`src/rtl/uio_arb_pkg.sv`:
```
`default_nettype none
// ============================================================================
// Module      : uio_arb_pkg
// Description : Shared types and constants for the uio pad-bus arbiter.
// Revision    : 1.0 - initial release
// ============================================================================
package uio_arb_pkg;

    typedef enum logic [1:0] {
        IDLE  = 2'd0,
        TURN  = 2'd1,
        XFER  = 2'd2,
        DRAIN = 2'd3
    } arb_state_e;

    localparam logic       DIR_WR = 1'b1;
    localparam logic       DIR_RD = 1'b0;
    localparam logic [7:0] OE_ON  = 8'hFF;
    localparam logic [7:0] OE_OFF = 8'h00;

endpackage
`default_nettype wire

```
`src/rtl/rr_picker.sv`:
```
`default_nettype none
// ============================================================================
// Module      : rr_picker
// Description : Round-robin picker: first set request at or after ptr, wrapping.
// Revision    : 1.0 - initial release
// ============================================================================
module rr_picker #(
    parameter int N_REQ = 4
) (
    input  logic [N_REQ-1:0] req,
    input  logic [2:0]       ptr,
    output logic [N_REQ-1:0] onehot,
    output logic [2:0]       idx,
    output logic             valid
);

    always_comb begin
        onehot = '0;
        idx    = 3'd0;
        valid  = 1'b0;
        // Masked pass first (indices >= ptr), then the wrap-around pass.
        for (int j = 0; j < N_REQ; j++) begin
            if (!valid && req[j] && (3'(j) >= ptr)) begin
                onehot[j] = 1'b1;
                idx       = 3'(j);
                valid     = 1'b1;
            end
        end
        for (int j = 0; j < N_REQ; j++) begin
            if (!valid && req[j]) begin
                onehot[j] = 1'b1;
                idx       = 3'(j);
                valid     = 1'b1;
            end
        end
    end

endmodule
`default_nettype wire

```
`src/rtl/uio_bus_arbiter.sv`:
```
`default_nettype none
// ============================================================================
// Module      : uio_bus_arbiter
// Description : Round-robin arbiter sharing the 8-bit uio pad bus, one byte/cycle.
// Revision    : 1.0 - initial release
// ============================================================================
module uio_bus_arbiter
    import uio_arb_pkg::*;
#(
    parameter int N_REQ     = 4,
    parameter int MAX_BURST = 16
) (
    input  logic                 clk,
    input  logic                 rst_n,
    input  logic                 ena,
    input  logic [N_REQ-1:0]     req,
    input  logic [N_REQ-1:0]     dir,
    input  logic [N_REQ-1:0]     last,
    input  logic [8*N_REQ-1:0]   wdata,
    input  logic [7:0]           uio_in,
    output logic [N_REQ-1:0]     gnt,
    output logic [7:0]           uio_out,
    output logic [7:0]           uio_oe,
    output logic [7:0]           rdata,
    output logic                 rvalid,
    output logic [2:0]           rid,
    output logic                 busy
);

    localparam int CNT_W = $clog2(MAX_BURST + 1);
    localparam logic [CNT_W-1:0] c_cnt_cap = CNT_W'(MAX_BURST - 1);

    arb_state_e        r_state;
    logic [2:0]        r_rr_ptr;
    logic              r_last_dir;
    logic              r_dir;
    logic [2:0]        r_cur;
    logic [N_REQ-1:0]  r_cur_oh;
    logic [CNT_W-1:0]  r_byte_cnt;

    logic [N_REQ-1:0]  w_pick_oh;
    logic [2:0]        w_pick_idx;
    logic              w_pick_valid;
    logic              w_pick_dir;
    logic [2:0]        w_next_ptr;
    logic              w_cur_req;
    logic              w_cur_last;
    logic [7:0]        w_wsel;
    logic              w_end;

    rr_picker #(.N_REQ(N_REQ)) u_picker (
        .req    (req),
        .ptr    (r_rr_ptr),
        .onehot (w_pick_oh),
        .idx    (w_pick_idx),
        .valid  (w_pick_valid)
    );

    assign w_pick_dir = |(dir & w_pick_oh);
    assign w_next_ptr = (w_pick_idx == 3'(N_REQ - 1)) ? 3'd0 : w_pick_idx + 3'd1;
    assign w_cur_req  = |(req & r_cur_oh);
    assign w_cur_last = |(last & r_cur_oh);
    assign w_end      = !w_cur_req || w_cur_last || (r_byte_cnt == c_cnt_cap);

    always_comb begin
        w_wsel = 8'h00;
        for (int i = 0; i < N_REQ; i++) begin
            w_wsel = w_wsel | (wdata[8*i +: 8] & {8{r_cur_oh[i]}});
        end
    end

    always_ff @(posedge clk) begin
        if (!rst_n) begin
            r_state    <= IDLE;
            gnt        <= '0;
            uio_out    <= 8'h00;
            uio_oe     <= OE_OFF;
            rdata      <= 8'h00;
            rvalid     <= 1'b0;
            rid        <= 3'd0;
            busy       <= 1'b0;
            r_rr_ptr   <= 3'd0;
            r_last_dir <= DIR_RD;
            r_dir      <= DIR_RD;
            r_cur      <= 3'd0;
            r_cur_oh   <= '0;
            r_byte_cnt <= '0;
        end else if (!ena) begin
            r_state <= IDLE;
            gnt     <= '0;
            uio_oe  <= OE_OFF;
            rvalid  <= 1'b0;
            busy    <= 1'b0;
        end else begin
            rvalid <= 1'b0;
            case (r_state)
                IDLE: begin
                    uio_oe     <= OE_OFF;
                    gnt        <= '0;
                    r_byte_cnt <= '0;
                    busy       <= w_pick_valid;
                    if (w_pick_valid) begin
                        r_cur    <= w_pick_idx;
                        r_cur_oh <= w_pick_oh;
                        r_dir    <= w_pick_dir;
                        r_rr_ptr <= w_next_ptr;
                        if (w_pick_dir != r_last_dir) begin
                            r_state <= TURN;
                        end else begin
                            r_state <= XFER;
                            gnt     <= w_pick_oh;
                        end
                    end
                end
                TURN: begin
                    uio_oe     <= OE_OFF;
                    r_last_dir <= r_dir;
                    r_state    <= XFER;
                    gnt        <= r_cur_oh;
                end
                XFER: begin
                    // An aborting cycle (req dropped) moves no byte.
                    if (w_cur_req) begin
                        r_byte_cnt <= r_byte_cnt + CNT_W'(1);
                        if (r_dir == DIR_WR) begin
                            uio_out <= w_wsel;
                            uio_oe  <= OE_ON;
                        end else begin
                            rdata  <= uio_in;
                            rid    <= r_cur;
                            rvalid <= 1'b1;
                        end
                    end
                    if (w_end) begin
                        r_state <= DRAIN;
                        gnt     <= '0;
                    end
                end
                DRAIN: begin
                    r_state <= IDLE;
                    busy    <= 1'b0;
                end
                default: begin
                    r_state <= IDLE;
                    gnt     <= '0;
                    uio_oe  <= OE_OFF;
                    busy    <= 1'b0;
                end
            endcase
        end
    end

endmodule
`default_nettype wire

```
`config.mk`:
```
export PLATFORM = sky130hd
export DESIGN_NAME = uio_bus_arbiter
export DESIGN_NICKNAME = d
export VERILOG_FILES = /design/src/rtl/uio_arb_pkg.sv /design/src/rtl/rr_picker.sv /design/src/rtl/uio_bus_arbiter.sv
export SDC_FILE = /design/constraint.sdc
export NUM_CORES = 1
export LEC_CHECK = 0
export ABC_AREA = 1
export CORE_MARGIN = 5
export CORE_UTILIZATION = 49
export CTS_BUF_LIST = sky130_fd_sc_hd__clkbuf_4 sky130_fd_sc_hd__clkbuf_8
export DETAILED_ROUTE_END_ITERATION = 6
export PLACE_DENSITY = 0.89
export SKIP_LAST_GASP = 1
export SYNTH_ARGS = -nofsm -noshare
export SYNTH_HDL_FRONTEND = slang
export SYNTH_SLANG_ARGS = --single-unit
```
`constraint.sdc`:
```
create_clock -name clk -period 5.42 [get_ports clk]
set_clock_uncertainty 0.2 [all_clocks]
set_input_delay 1.084 -clock clk [delete_from_list [all_inputs] [get_ports clk]]
set_output_delay 1.084 -clock clk [all_outputs]
set_load 0.01 [all_outputs]
```
==> After elaboration in Yosys (flattened, before gate mapping) <==
Cells that the tools add are included.
{ "totals": {"ff_bits": 52, "inputBits": 55, "out_inout_bits": 33, "word_cells": 119} }
{ "classes": {"add_sub_neg": 2, "n_lt_le_gt_ge": 4, "n_eq_ne": 10, "n_mux": 38, "bitwise_logic": 11, "n_reduce_logical": 40} }
{ "ops": {"columns": ["operator", "count"], "rows": [
  ["$and 8x8->8", 4],
  ["$or 8x8->8", 3],
  ["$mux 2", 9],
  ["$mux 1", 17],
  ["$mux 8", 2],
  ["$pmux 8 s2", 1],
  ["$and 4x4->4", 3],
  ["$mux 4", 3],
  ["$pmux 4 s3", 1],
  ["$reduce_and 4->1", 3],
  ["$reduce_or 4->1", 3],
  ["$logic_and 1x1->1", 11],
  ["$pmux 5 s2", 1],
  ["$reduce_and 3->1", 3],
  ["$logic_not 1->1", 8],
  ["$ne 2x2->1 const B", 4],
  ["$pmux 2 s4", 1],
  ["$reduce_and 2->1", 4],
  ["$ge 1x3->1 const A", 2],
  ["$ge 2x3->1 const A", 2],
  ["$reduce_bool 2->1", 3],
  ["$add 5x1->5 const B", 1],
  ["$eq 5x4->1 const B", 1],
  ["$mux 5", 1],
  ["12 further kinds", 14]
]} }

==> Depth between registers and ports, before layout <==
Gate-level depths: netlist of run 1.
{ "depth": {"depth_word": 33, "ltp_mapped": 14, "mapped_depth_nobuf": 14} }

==> By module <==
A second synthesis of run 1 with hierarchy kept.
{ "unflattened": {"cells_unflattened": 384, "area_unflattened_um2": 2489.9} }
{ "by_module_without_submodules": {"columns": ["mod", "n_inst", "cells_per_inst", "area_per_inst_um2", "seq_area_each_um2"], "rows": [
  ["uio_bus_arbiter", 1, 343, 2278.4, 900.9],
  ["rr_picker", 1, 41, 211.5, 0.0]
]} }

==> Least setup slack after synthesis of run 1 <==
OpenSTA, ideal clock, no wires.
{ "synth_timing": {"path_kind": "input to register", "start": "in req[1]", "end": "reg r_rr_ptr[1]", "setup_time_ns": 0.120, "arrival_ns": 2.113, "slack_ns": 2.988, "cell_stages": 10, "n_path_buf": 0, "cell_sequence": "nand2_1 -> nand3_2 -> nor2_4 -> nand4_1 -> nand2_2 -> inv_1 -> nand2_1 -> ha_1 -> o21ai_0 -> a21oi_1"} }
{ "synth_via": {"elab_chain_len": 25, "word_cells_on_any_way": 34, "classes_between": "add/sub (1); eq/ne (1); mux (15); reduce/logical (17)"} }
{ "synth_rtl": {"columns": ["item", "line_no", "rtl"], "rows": [
  ["start: declaration", "uio_bus_arbiter.sv:16", "input logic [N_REQ-1:0] req,"],
  ["$logic_and 1x1->1 (2 in a row)", "rr_picker.sv:23", "if (!valid && req[j] && (3'(j) >= ptr)) begin"],
  ["$mux 1", "rr_picker.sv:23", null],
  ["$logic_not 1->1", "rr_picker.sv:23", null],
  ["$logic_and 1x1->1 (2 in a row)", "rr_picker.sv:23", null],
  ["$mux 1", "rr_picker.sv:23", null],
  ["$logic_not 1->1", "rr_picker.sv:23", null],
  ["$logic_and 1x1->1 (2 in a row)", "rr_picker.sv:23", null],
  ["$mux 1", "rr_picker.sv:23", null],
  ["(+8 left out)", null, null],
  ["$mux 1", "rr_picker.sv:30", "if (!valid && req[j]) begin"],
  ["$logic_not 1->1", "rr_picker.sv:30", null],
  ["$logic_and 1x1->1", "rr_picker.sv:30", null],
  ["$mux 2 *", "rr_picker.sv:30", null],
  ["named net u_picker.idx[1]", "rr_picker.sv:13", "output logic [2:0] idx,"],
  ["$add 3x1->3 or $eq 3x2->1 (tied branches)", "uio_bus_arbiter.sv:60", "assign w_next_ptr = (w_pick_idx == 3'(N_REQ - 1)) ? 3'd0 : w_pick_idx + 3'd1;"],
  ["$mux 3 *", "uio_bus_arbiter.sv:60", null],
  ["named net w_next_ptr[1]", "uio_bus_arbiter.sv:45", "logic [2:0] w_next_ptr;"],
  ["end signal: assignment", "uio_bus_arbiter.sv:106", "r_rr_ptr <= w_next_ptr;"],
  ["end: declaration", "uio_bus_arbiter.sv:34", "logic [2:0] r_rr_ptr;"]
]} }
Mark *: on every way through the listed nets, which the timed path passes. The rest lies on a longest branch.
A chain may end at the register's enable or synchronous reset.

==> Final worst setup path of run 1 <==
{ "layout_timing": {"start": "in req[0]", "end": "reg rdata[4]"} }
{ "layout_via": {"elab_chain_len": 3} }
{ "layout_rtl": {"columns": ["item", "line_no", "rtl"], "rows": [
  ["$and 4x4->4", "uio_bus_arbiter.sv:61", "assign w_cur_req = |(req & r_cur_oh);"],
  ["$reduce_or 4->1", "uio_bus_arbiter.sv:61", null],
  ["$reduce_and 4->1 (no source line)", null, null],
  ["end signal: assignment", "uio_bus_arbiter.sv:129", "rdata <= uio_in;"],
  ["end: declaration", "uio_bus_arbiter.sv:24", "output logic [7:0] rdata,"]
]} }
Every way passes these cells.

==> impl_results.md, run 1 <==
* Count of instances resized after the clock tree is built at 0
* Buffer levels on the longest clock path at 2
* Peak supply drop at around 0.16 mV
* Synthesized area divided by synthesized cell count at 7.74 um^2
* Summed area of non-filler cells in the final layout at 3170 um^2
* Die height at just under 80 um
* Number of buffers and inverters on the critical path at 4
* Status: finished, final reports clean
* Layout Area Growth over Synthesis at 40.0%
* Number of antenna violations at the first check in global routing at 0
* Worst-skew pair later-pin latency at 0.30 ns
* Wirelength per Cell at 14.9 um
* Final setup fails at 0
* Highest-delay cell along the critical path: sky130_fd_sc_hd__clkdlybuf4s50_1
* Clock tree from TritonCTS: built
* Number of DRC markers in iteration 0 at 210
* Clock tree root buffer cell: sky130_fd_sc_hd__clkbuf_8
* Hold Path Origin: r_byte_cnt[4]
* Path category of the worst min-delay check: flop to flop
* Critical register-to-register path startpoint: r_cur_oh[0]
* Cells after Synth at 293
* Number of routed nets with antenna violations at 0
* Drt total wl at between 6000 and 7000 um
* Highest-count cells in the layout ignoring fill and taps: sky130_fd_sc_hd__clkdlybuf4s50_1, sky130_fd_sc_hd__dfxtp_1, sky130_fd_sc_hd__nor2_1
* Worst flop-to-flop path endpoint: rdata[4]
* Crit. Startpoint: req[0]
* Final slew viol count at 0
* Maximum number of pins on one net before global-route repair at 30
* Total Neg Setup Slack at 0 ns
* Measured slew at the worst slew-check pin at between 0.8 and 0.9 ns
* End of the critical path: rdata[4]
* Largest stage delay, worst path at between 0.5 and 0.6 ns
* Startpoint types: input port
* Number of ports placed on the die boundary at 88
* Worst slew margin relative to its limit at 0.445
* Critical path fanouts, max at 11
* Number of buffers added to fix hold violations after cts at 0
* First drt pass iteration count at 4
* Top Family by Delay on Critical Path: buffers and inverters
* # Post-CTS Setup Buffers at 0
* Count of flip-flops with a built-in enable after synthesis at 0
* Critical Path Sink Type: flop
* Dominant cells by area after synthesis: sky130_fd_sc_hd__dfxtp_1, sky130_fd_sc_hd__o21ai_0, sky130_fd_sc_hd__a21oi_1
* Number of synthesized register bits at 42
* Lkg Pwr at 0.00132 uW
* Nets at 432
* Library cell occupying the most area in the post-synthesis netlist: sky130_fd_sc_hd__dfxtp_1
* Distinct cell type count after synthesis at 34
* Clk slew on worst S/H paths at approximately 0.080 ns
* Worst setup path class: input port to flop
* DP HPWL at 4710 um
* Number of fillers in the final layout at 371
* Power Dens Cells at 241 nW/um^2
* Count of input and output buffers at 86
* Cells on worst reg2reg path at 9
* Post-Syn Area at 2270 um^2
* Number of failing hold endpoints at the final stage at 0
* Global-route wire length before repair at roughly 10000 um
* Worst-path cell chain: clkdlybuf4s50_1 -> inv_1 -> o22ai_1 -> o21ai_1 -> inv_2 -> nand2_4 -> nor2_2 -> inv_1 -> nor2_1 -> nor2_1
* Worst path required time at 5.41 ns
* Minimum period implied by the final worst setup slack at 2.95 ns
* Initial core utilization at 0.514
* Routed vias/inst at 5.52
* Net count of the mapped netlist at 357
* GR Util All Layers at 0.205
* Most common library cell in the layout ignoring fill and taps: sky130_fd_sc_hd__clkdlybuf4s50_1
* Count of warnings emitted by yosys at 0
* # DRC at 0
* Number of levels the H-tree was split into at 2
* Crit. path cell count at 10
* Highest attainable clock frequency at 338 MHz
* Share of layout cells above drive strength 1 at 0.100
* Crit share post-route at 0.545
* Part of the Yosys area used for sequential elements at 0.371
* MaxCap Viol Count at 0
* Placeable core region at 4410 um^2
* Share of synthesized registers carrying an async set or reset at 0
* DIE AREA at 6090 um^2
* Arrival @ worst endpoint at roughly 3 ns
* Die X at 78.0 um
* Share of the synthesized area in the top cell type at 0.371
* Overflow left after global routing at 0
* Most used flip-flop cell after synthesis: sky130_fd_sc_hd__dfxtp_1
* Setup slack on the worst flop-to-flop path at 3.12 ns
* Number of clock sinks seen by CTS at 42
* Row count at 24
* Last weighted congestion value of the routability-driven placer at 0.882
* Routed vias at ~2300
* Number of global-route vias before repair at 2236
* Unrepaired setup endpoints after global routing: false
* Total placed instance area at 3080 um^2
* Antenna cell count at 0
* TritonCTS buffer count at 5
## per-layer routing
| metal | vias to the layer above | track usage | part of all wire |
|---|---|---|---|
| met5 | - | 0 | 0 |
| met4 | 0 | 0.0946 | 0.023 |
| met3 | 22 | 0.0572 | 0.10 |
| met2 | 124 | 0.349 | 0.48 |
| met1 | 1038 | 0.238 | 0.39 |
| li1 | 1140 | - | - |
## through the flow
step / util / instances / worst slack [ns] / total power [uW] / hold WS (ns)
after floorplan: - / 293 / 2.99 / 476 / 0.239
after global placement: 0.699 / 413 / 2.25 / 554 / 0.243
after detailed placement: 0.699 / 413 / 2.18 / 559 / 0.262
after CTS: 0.719 / 421 / 2.49 / 766 / 0.275
after global routing: 0.719 / 421 / 2.24 / 805 / 0.302
final: 0.719 / 421 / 2.47 / 765 / 0.279
## synth_stat cells (all sizes together) (2+ instances only)
| library cell | instances |
|---|---|
| a22o | 9 |
| buf | 12 |
| or2 | 2 |
| a21oi | 32 |
| inv | 34 |
| nor2 | 37 |
| nand2 | 36 |
| o21bai | 2 |
| a221oi | 8 |
| o21ai | 37 |
| nand3 | 12 |
| nand4 | 3 |
| dfxtp | 42 |
| a31oi | 6 |
| clkbuf | 6 |
| ha | 9 |
## logic make-up (layout without fill, tap and decap cells)
family          after synthesis  in the layout  share of synthesized area
compound gates               97             97                      0.268
fa+ha+maj                     9              9                     0.0497
buf+inv                      52            128                      0.104
flops                        42             42                      0.371
other cells                   1              1                    0.00165
simple gates                 92             92                      0.205
## report_power, final
group / internal [uW] / leakage, uW / switching [uW] / total (uW)
sequential: 326 / 0.000341 / 24.2 / 350
clock: 96.0 / 0.0000486 / 112 / 208
combinational: 99.6 / 0.000930 / 108 / 207
total: 522 / 0.00132 / 244 / 765
## state kept, by name (all words and copies together) (netlist names), 2 cells and up
name	cells
r_byte_cnt	5
r_cur_oh	4
gnt	4
r_rr_ptr	2
uio_out	8
rid	2
r_state	2
rdata	8
r_cur	2
## worst min-delay path by stage
stage,cells past startpoint,to
global placement,2,busy
finish,2,r_byte_cnt[4]
detailed placement,2,r_byte_cnt[4]
floorplan,2,r_byte_cnt[4]
global route,2,r_byte_cnt[4]
CTS,2,r_byte_cnt[4]
## layout make-up
type                    instances  area, um^2  share of cell area
repair buffers                 86         861               0.271
flip-flops and latches         42         841               0.265
multi-input cells             199        1190               0.375
clock inverters                 2        13.8             0.00434
inverters                      34         128              0.0402
clock buffers                   6        76.3              0.0240
well taps                      52        65.1              0.0205
## tightest hold or removal path, stage by stage (launching register included)
cell	delay, ns
sky130_fd_sc_hd__dfxtp_1	0.32
sky130_fd_sc_hd__nand2_1	0.06
sky130_fd_sc_hd__a21oi_1	0.05
Note: power is estimated with default switching activity, not from simulation.
==> inputs of run 2 (changes only) <==
--- a/config.mk
+++ b/config.mk
@@ -7,10 +7,10 @@
 export LEC_CHECK = 0
 export ABC_AREA = 1
 export CORE_MARGIN = 5
-export CORE_UTILIZATION = 49
+export CORE_UTILIZATION = 45
 export CTS_BUF_LIST = sky130_fd_sc_hd__clkbuf_4 sky130_fd_sc_hd__clkbuf_8
 export DETAILED_ROUTE_END_ITERATION = 6
-export PLACE_DENSITY = 0.89
+export PLACE_DENSITY = 0.83
 export SKIP_LAST_GASP = 1
 export SYNTH_ARGS = -nofsm -noshare
 export SYNTH_HDL_FRONTEND = slang
==> constraint.sdc (replaced) <==
create_clock -name clk -period 2.9 [get_ports clk]
set_clock_uncertainty 0.2 [all_clocks]
set_input_delay 0.58 -clock clk [delete_from_list [all_inputs] [get_ports clk]]
set_output_delay 0.58 -clock clk [all_outputs]
set_load 0.01 [all_outputs]
==> impl_results.md, run 2 (synthesized netlist as in run 1, its figures left out) <==
* Cell repeated most along the worst path: sky130_fd_sc_hd__nand2_1
* Worst flop-to-flop path endpoint: uio_out[4]
* Top Family by Delay on Critical Path: simple AND/OR/NAND/NOR gates
* Initial core utilization at 0.471 (-0.0430)
* End of the critical path: r_rr_ptr[1]
* GR Util All Layers at 0.198 (-0.00664)
* DIE AREA at 6560 um^2 (+7.7%)
* Number of ports placed on the die boundary at 88 (unchanged)
* Number of antenna violations at the first check in global routing at 0 (unchanged)
* Crit. Startpoint: req[2]
* Antenna cell count at 0 (unchanged)
* Number of clock sinks seen by CTS at 42 (unchanged)
* Measured slew at the worst slew-check pin at 0.547 ns (-0.283 ns)
* Routed vias at 2322 (-0.086%)
* Buffer levels on the longest clock path at 2 (unchanged)
* Arrival @ worst endpoint at 2.35 ns (-0.60 ns)
* Share of layout cells above drive strength 1 at 0.108 (+0.00726)
* Clk slew on worst S/H paths at 0.08 ns (about the same)
* # DRC at 0 (unchanged)
* Die height at 81.0 um (+3.8%)
* Count of instances resized after the clock tree is built at 0 (unchanged)
* Highest attainable clock frequency at 424 MHz
* First drt pass iteration count at 4 (unchanged)
* Cell count of the worst hold path at 2 (unchanged)
* Global-route wire length before repair at 10200 um (+1.0%)
* Last weighted congestion value of the routability-driven placer at 0.929 (+5.4%)
* Layout Area Growth over Synthesis at 42.9%
* Die X at 81.0 um (+3.8%)
* Number of fillers in the final layout at 424 (+14%)
* Total power of the final layout at 1520 uW (+99%)
* Startpoint types: input port
* Worst-skew pair later-pin latency at 0.30 ns (about the same)
* Status: finished, final reports clean
* Number of buffers and inverters on the critical path at 2 (-2)
* Critical path fanouts, max at 5 (-6)
* Worst path required time at 2.89 ns (-2.52 ns)
* TritonCTS buffer count at 5 (unchanged)
* Number of buffers added to fix hold violations after cts at 0 (unchanged)
* Count of input and output buffers at 86 (unchanged)
* Overflow left after global routing at 0 (unchanged)
* Setup slack on the worst flop-to-flop path at 0.81 ns (-2.31 ns)
* Worst setup path class: input port to flop
* Crit. path cell count at 11 (+1)
* Cell count after placement at 431 (+4.4%)
* Power Dens Cells at 470 nW/um^2 (+95%)
* Highest-delay cell along the critical path: sky130_fd_sc_hd__clkdlybuf4s50_1
* Highest-count cells in the layout ignoring fill and taps: sky130_fd_sc_hd__clkdlybuf4s50_1, sky130_fd_sc_hd__dfxtp_1, sky130_fd_sc_hd__nor2_1
* Placeable core region at 4820 um^2 (+9.1%)
* Maximum number of pins on one net before global-route repair at 20 (-33%)
* Final core utilization at 0.672 (-0.0466)
* Unrepaired setup endpoints after global routing: false
* Peak supply drop at 0.279 mV (+76%)
* Critical Path Sink Type: flop
* Cells on worst reg2reg path at 8 (-1)
* Row count at 25 (+4.2%)
* Number of global-route vias before repair at 2227 (-0.40%)
* Number of failing hold endpoints at the final stage at 0 (unchanged)
* Cell Count, Final, Fillers Out at 439 (+4.3%)
* Nets at 435 (+0.69%)
* Final slew viol count at 0 (unchanged)
* Path category of the worst min-delay check: flop to flop
* Worst-path cell chain: clkdlybuf4s50_1 -> nand2_1 -> nand3_2 -> nor2_4 -> nand4_1 -> nand2_2 -> inv_1 -> nand2_1 -> ha_1 -> o21ai_0 -> a21oi_1
* Final setup fails at 0 (unchanged)
* Number of DRC markers in iteration 0 at 119 (-43%)
* Largest stage delay, worst path at 0.51 ns (about the same)
* Number of routed nets with antenna violations at 0 (unchanged)
* Lkg Pwr at 0.00134 uW (+1.6%)
* Worst slew margin relative to its limit at 0.635 (+0.190)
* Total Neg Setup Slack at 0 ns (unchanged)
* Clock tree root buffer cell: sky130_fd_sc_hd__clkbuf_8
* Largest registers ranked by flip-flop count: rdata (8), uio_out (8), r_byte_cnt (5)
* Crit share post-route at 0.813
* # Post-CTS Setup Buffers at 0 (unchanged)
* Routed vias/inst at 5.29 (-4.2%)
* Drt total wl at 6340 um (+0.92%)
* Critical register-to-register path startpoint: r_cur_oh[0]
* DP HPWL at 4780 um (+1.5%)
* Wirelength per Cell at 14.4 um (-3.2%)
* MaxCap Viol Count at 0 (unchanged)
* Minimum period implied by the final worst setup slack at ~2.4 ns
* Most common library cell in the layout ignoring fill and taps: sky130_fd_sc_hd__clkdlybuf4s50_1
* Number of levels the H-tree was split into at 2 (unchanged)
* Clock tree from TritonCTS: built
* Total placed instance area at 3130 um^2 (+1.3%)
* Summed area of non-filler cells in the final layout at 3240 um^2 (+2.0%)
## run 2: worst min path at each step
| stage | startpoint | end | slack (ns) |
|---|---|---|---|
| CTS | r_byte_cnt[4] | r_byte_cnt[4] | 0.27 |
| finish | r_byte_cnt[4] | r_byte_cnt[4] | 0.27 |
| floorplan | r_byte_cnt[4] | r_byte_cnt[4] | 0.24 |
| global route | busy | busy | 0.31 |
| global placement | busy | busy | 0.25 |
| detailed placement | r_byte_cnt[4] | r_byte_cnt[4] | 0.26 |
## run 2: where the power goes
part	switching, uW	leakage [uW]	total [uW]	internal (uW)
logic	209	0.000945	398	190
registers	41.1	0.000341	651	610
clock network	207	0.0000548	473	266
## run 2: area by class of cell
| class | instances | area [um^2] | area share |
|---|---|---|---|
| multi-input cells | 199 | 1190 | 0.367 |
| repair buffers | 89 | 883 | 0.273 |
| flip-flops and latches | 42 | 841 | 0.260 |
| inverters | 34 | 128 | 0.0394 |
| well taps | 67 | 83.8 | 0.0259 |
| clock buffers | 6 | 76.3 | 0.0236 |
| clock inverters | 2 | 37.5 | 0.0116 |
## run 2: per-layer routing
metal / share of wire / track usage
met2: 0.46 / 0.333
met4: 0.013 / 0.0642
met1: 0.40 / 0.235
met5: 0 / 0
met3: 0.12 / 0.0710
## run 2: worst reg2reg max path: stages (launching register included)
cell and delay (ns):
sky130_fd_sc_hd__dfxtp_1 0.61, sky130_fd_sc_hd__inv_1 0.12, sky130_fd_sc_hd__o22ai_1 0.26, sky130_fd_sc_hd__o21ai_1 0.12, sky130_fd_sc_hd__inv_2 0.08, sky130_fd_sc_hd__nand2_4 0.08, sky130_fd_sc_hd__nor2_4 0.29, sky130_fd_sc_hd__o21ai_0 0.13
sky130_fd_sc_hd__a21oi_1 0.13
## run 2: through the flow
step / hold WS [ns] / setup WS [ns]
CTS: 0.270 / 0.606
global route: 0.310 / 0.495
global placement: 0.247 / 0.408
detailed placement: 0.258 / 0.292
floorplan: 0.239 / 0.972
finish: 0.268 / 0.541
==> inputs of run 3 (changes only) <==
--- a/config.mk
+++ b/config.mk
@@ -7,10 +7,10 @@
 export LEC_CHECK = 0
 export ABC_AREA = 1
 export CORE_MARGIN = 5
-export CORE_UTILIZATION = 45
+export CORE_UTILIZATION = 41
 export CTS_BUF_LIST = sky130_fd_sc_hd__clkbuf_4 sky130_fd_sc_hd__clkbuf_8
 export DETAILED_ROUTE_END_ITERATION = 6
-export PLACE_DENSITY = 0.83
+export PLACE_DENSITY = 0.8
 export SKIP_LAST_GASP = 1
 export SYNTH_ARGS = -nofsm -noshare
 export SYNTH_HDL_FRONTEND = slang
==> constraint.sdc (replaced) <==
create_clock -name clk -period 2.04 [get_ports clk]
set_clock_uncertainty 0.2 [all_clocks]
set_input_delay 0.408 -clock clk [delete_from_list [all_inputs] [get_ports clk]]
set_output_delay 0.408 -clock clk [all_outputs]
set_load 0.01 [all_outputs]
==> impl_results.md, run 3 (synthesized netlist as in run 1, its figures left out) <==
* Crit path setup slack, layout at 0.0454 ns (-0.496 ns)
* Initial core utilization at 0.417 (-0.0538)
* Global-route wire length before repair at 10600 um (+4.1%)
* Worst hold slack after final layout at 0.263 ns (-0.00553 ns)
* Summed area of non-filler cells in the final layout at 3550 um^2 (+9.5%)
* Routed vias/inst at 5.13 (-3.0%)
* DIE AREA at 7120 um^2 (+8.5%)
* Number of antenna violations at the first check in global routing at 0 (unchanged)
* Clk slew on worst S/H paths at 0.08 ns (about the same)
* Drt total wl at 6480 um (+2.2%)
* Final setup fails at 0 (unchanged)
* Share of layout cells above drive strength 1 at 0.232 (+0.124)
* Total placed instance area at 3340 um^2 (+6.8%)
* DP HPWL at 4970 um (+3.9%)
* Final slew viol count at 0 (unchanged)
* Power Dens Cells at 614 nW/um^2 (+31%)
* Critical path fanouts, max at 4 (-1)
* Number of levels the H-tree was split into at 2 (unchanged)
* Die height at 84.4 um (+4.2%)
* Worst-path cell chain: ha_4 -> nand2_1 -> nor2_1 -> ha_2 -> a21oi_2 -> nand3_1 -> a21oi_2 -> nand2_1 -> inv_1 -> nor2_2 -> buf_4 -> o21ai_2 -> a21oi_2
* Worst path required time at 2.03 ns (-0.86 ns)
* Highest attainable clock frequency at around 500 MHz
* Antenna cell count at 0 (unchanged)
* Layout Area Growth over Synthesis at 56.5%
* Largest stage delay, worst path at 0.35 ns (-0.16 ns)
* Die X at 84.4 um (+4.2%)
* Count of input and output buffers at 86 (unchanged)
* Clock tree root buffer cell: sky130_fd_sc_hd__clkbuf_8
* Lkg Pwr at 0.00151 uW (+12%)
* Number of fillers in the final layout at 452 (+6.6%)
* Startpoint types: flop
* Buffer levels on the longest clock path at 2 (unchanged)
* Placeable core region at 5440 um^2 (+13%)
* Unrepaired setup endpoints after global routing: true
* Area of the multi-input gates at 1260 um^2 (+5.9%)
* Path category of the worst min-delay check: flop to flop
* Nets at 464 (+6.7%)
* # DRC at 0 (unchanged)
* Highest-delay cell along the critical path: sky130_fd_sc_hd__dfxtp_2
* Cell Count, Final, Fillers Out at 473 (+7.7%)
* Number of routed nets with antenna violations at 0 (unchanged)
* Worst setup path class: flop to flop
* Routed vias at 2427 (+4.5%)
* Sequential cell area at 850 um^2 (+1.0%)
* Worst slack, placed at -0.312 ns (-0.604 ns)
* Highest-count cells in the layout ignoring fill and taps: sky130_fd_sc_hd__clkdlybuf4s50_1, sky130_fd_sc_hd__dfxtp_1, sky130_fd_sc_hd__nor2_1
* Number of failing hold endpoints at the final stage at 0 (unchanged)
* Number of ports placed on the die boundary at 88 (unchanged)
* Clock tree from TritonCTS: built
* Last weighted congestion value of the routability-driven placer at 0.913 (-1.7%)
* Number of global-route vias before repair at 2396 (+7.6%)
* Wirelength per Cell at 13.7 um (-5.2%)
* Largest registers ranked by flip-flop count: rdata (8), uio_out (8), r_byte_cnt (5)
* Most common library cell in the layout ignoring fill and taps: sky130_fd_sc_hd__clkdlybuf4s50_1
* Number of DRC markers in iteration 0 at 107 (-10%)
* Cell count after placement at 462 (+7.2%)
* Maximum number of pins on one net before global-route repair at 17 (-15%)
* Overflow left after global routing at 0 (unchanged)
* Cell repeated most along the worst path: sky130_fd_sc_hd__a21oi_2
* Peak supply drop at 0.306 mV (+9.7%)
* Arrival @ worst endpoint at 1.98 ns (-0.37 ns)
* Row count at 27 (+8.0%)
* GR Util All Layers at 0.182 (-0.0165)
* First drt pass iteration count at 4 (unchanged)
* Minimum period implied by the final worst setup slack at 1.99 ns
* TritonCTS buffer count at 5 (unchanged)
* Status: finished, final reports clean
* MaxCap Viol Count at 0 (unchanged)
* Crit share post-route at 0.978
* Worst-skew pair later-pin latency at 0.30 ns (about the same)
* Critical Path Sink Type: flop
* Number of clock sinks seen by CTS at 42 (unchanged)
==> run 3: changes by cell type in the layout (fill, tap and decap cells not counted), sizes merged <==
cell and delta:
inv +1, dlymetal6s2s +3, clkdlybuf4s50 -3, buf +29, bufinv -1
==> run 3: power by group <==
part           total, uW  switching (uW)  internal, uW
Clock                589             310           279
Sequential           925            55.9           869
Combinational        663             324           339
Total               2180             689          1490
==> run 3: per-layer routing <==
metal | part of all wire | GRT usage | vias to the layer above
li1 | - | - | 1206
met4 | 0.020 | 0.0561 | 0
met3 | 0.097 | 0.0648 | 13
met1 | 0.40 | 0.205 | 1096
met2 | 0.48 | 0.322 | 112
met5 | 0 | 0 | -
==> run 3: area by class of cell <==
class,count,share of cell area
Multi-Input combinational cell,199,0.355
Sequential cell,42,0.240
Tap cell,72,0.0254
Clock buffer,6,0.0233
Clock inverter,2,0.00459
Timing Repair Buffer,118,0.316
Inverter,34,0.0360
==> run 3: worst paths after layout <==
| kind | startpoint | endpoint | slack [ns] | depth (start not counted) |
|---|---|---|---|---|
| max | r_byte_cnt[1] | gnt[1] | 0.05 | 13 |
| min | busy | busy | 0.26 | 2 |
| min reg2reg | busy | busy | 0.26 | 2 |
| max reg2reg | r_byte_cnt[1] | gnt[1] | 0.05 | 13 |
==> run 3: repair_timing <==
item / 4_1_cts / 5_1_grt
setup endpoints to repair: 1 / 34
cloned: 0 / 0
gates resized for setup: 1 / 33
hold buffers: 0 / 0
buffers inserted: 0 / 3
pin swaps: 0 / 8
==> run 3: per-stage QoR <==
step / total power [uW] / TNS [ns] / util
final: 2180 / 0 / 0.652
after floorplan: 1270 / 0 / -
after CTS: 2150 / 0 / 0.632
after detailed placement: 1560 / -8.06 / 0.614
after global routing: 2290 / -0.0488 / 0.652
after global placement: 1550 / -6.37 / 0.614
==> run 3: worst max-delay path: cells and delay by family, from the launching register on <==
kind / cells / cell delay, ns
AOI/OAI and AO/OA: 4 / 0.41
DFF: 1 / 0.35
and+or+nand+nor: 5 / 0.36
adders and majority gates: 2 / 0.34
buffers and inverters: 2 / 0.23
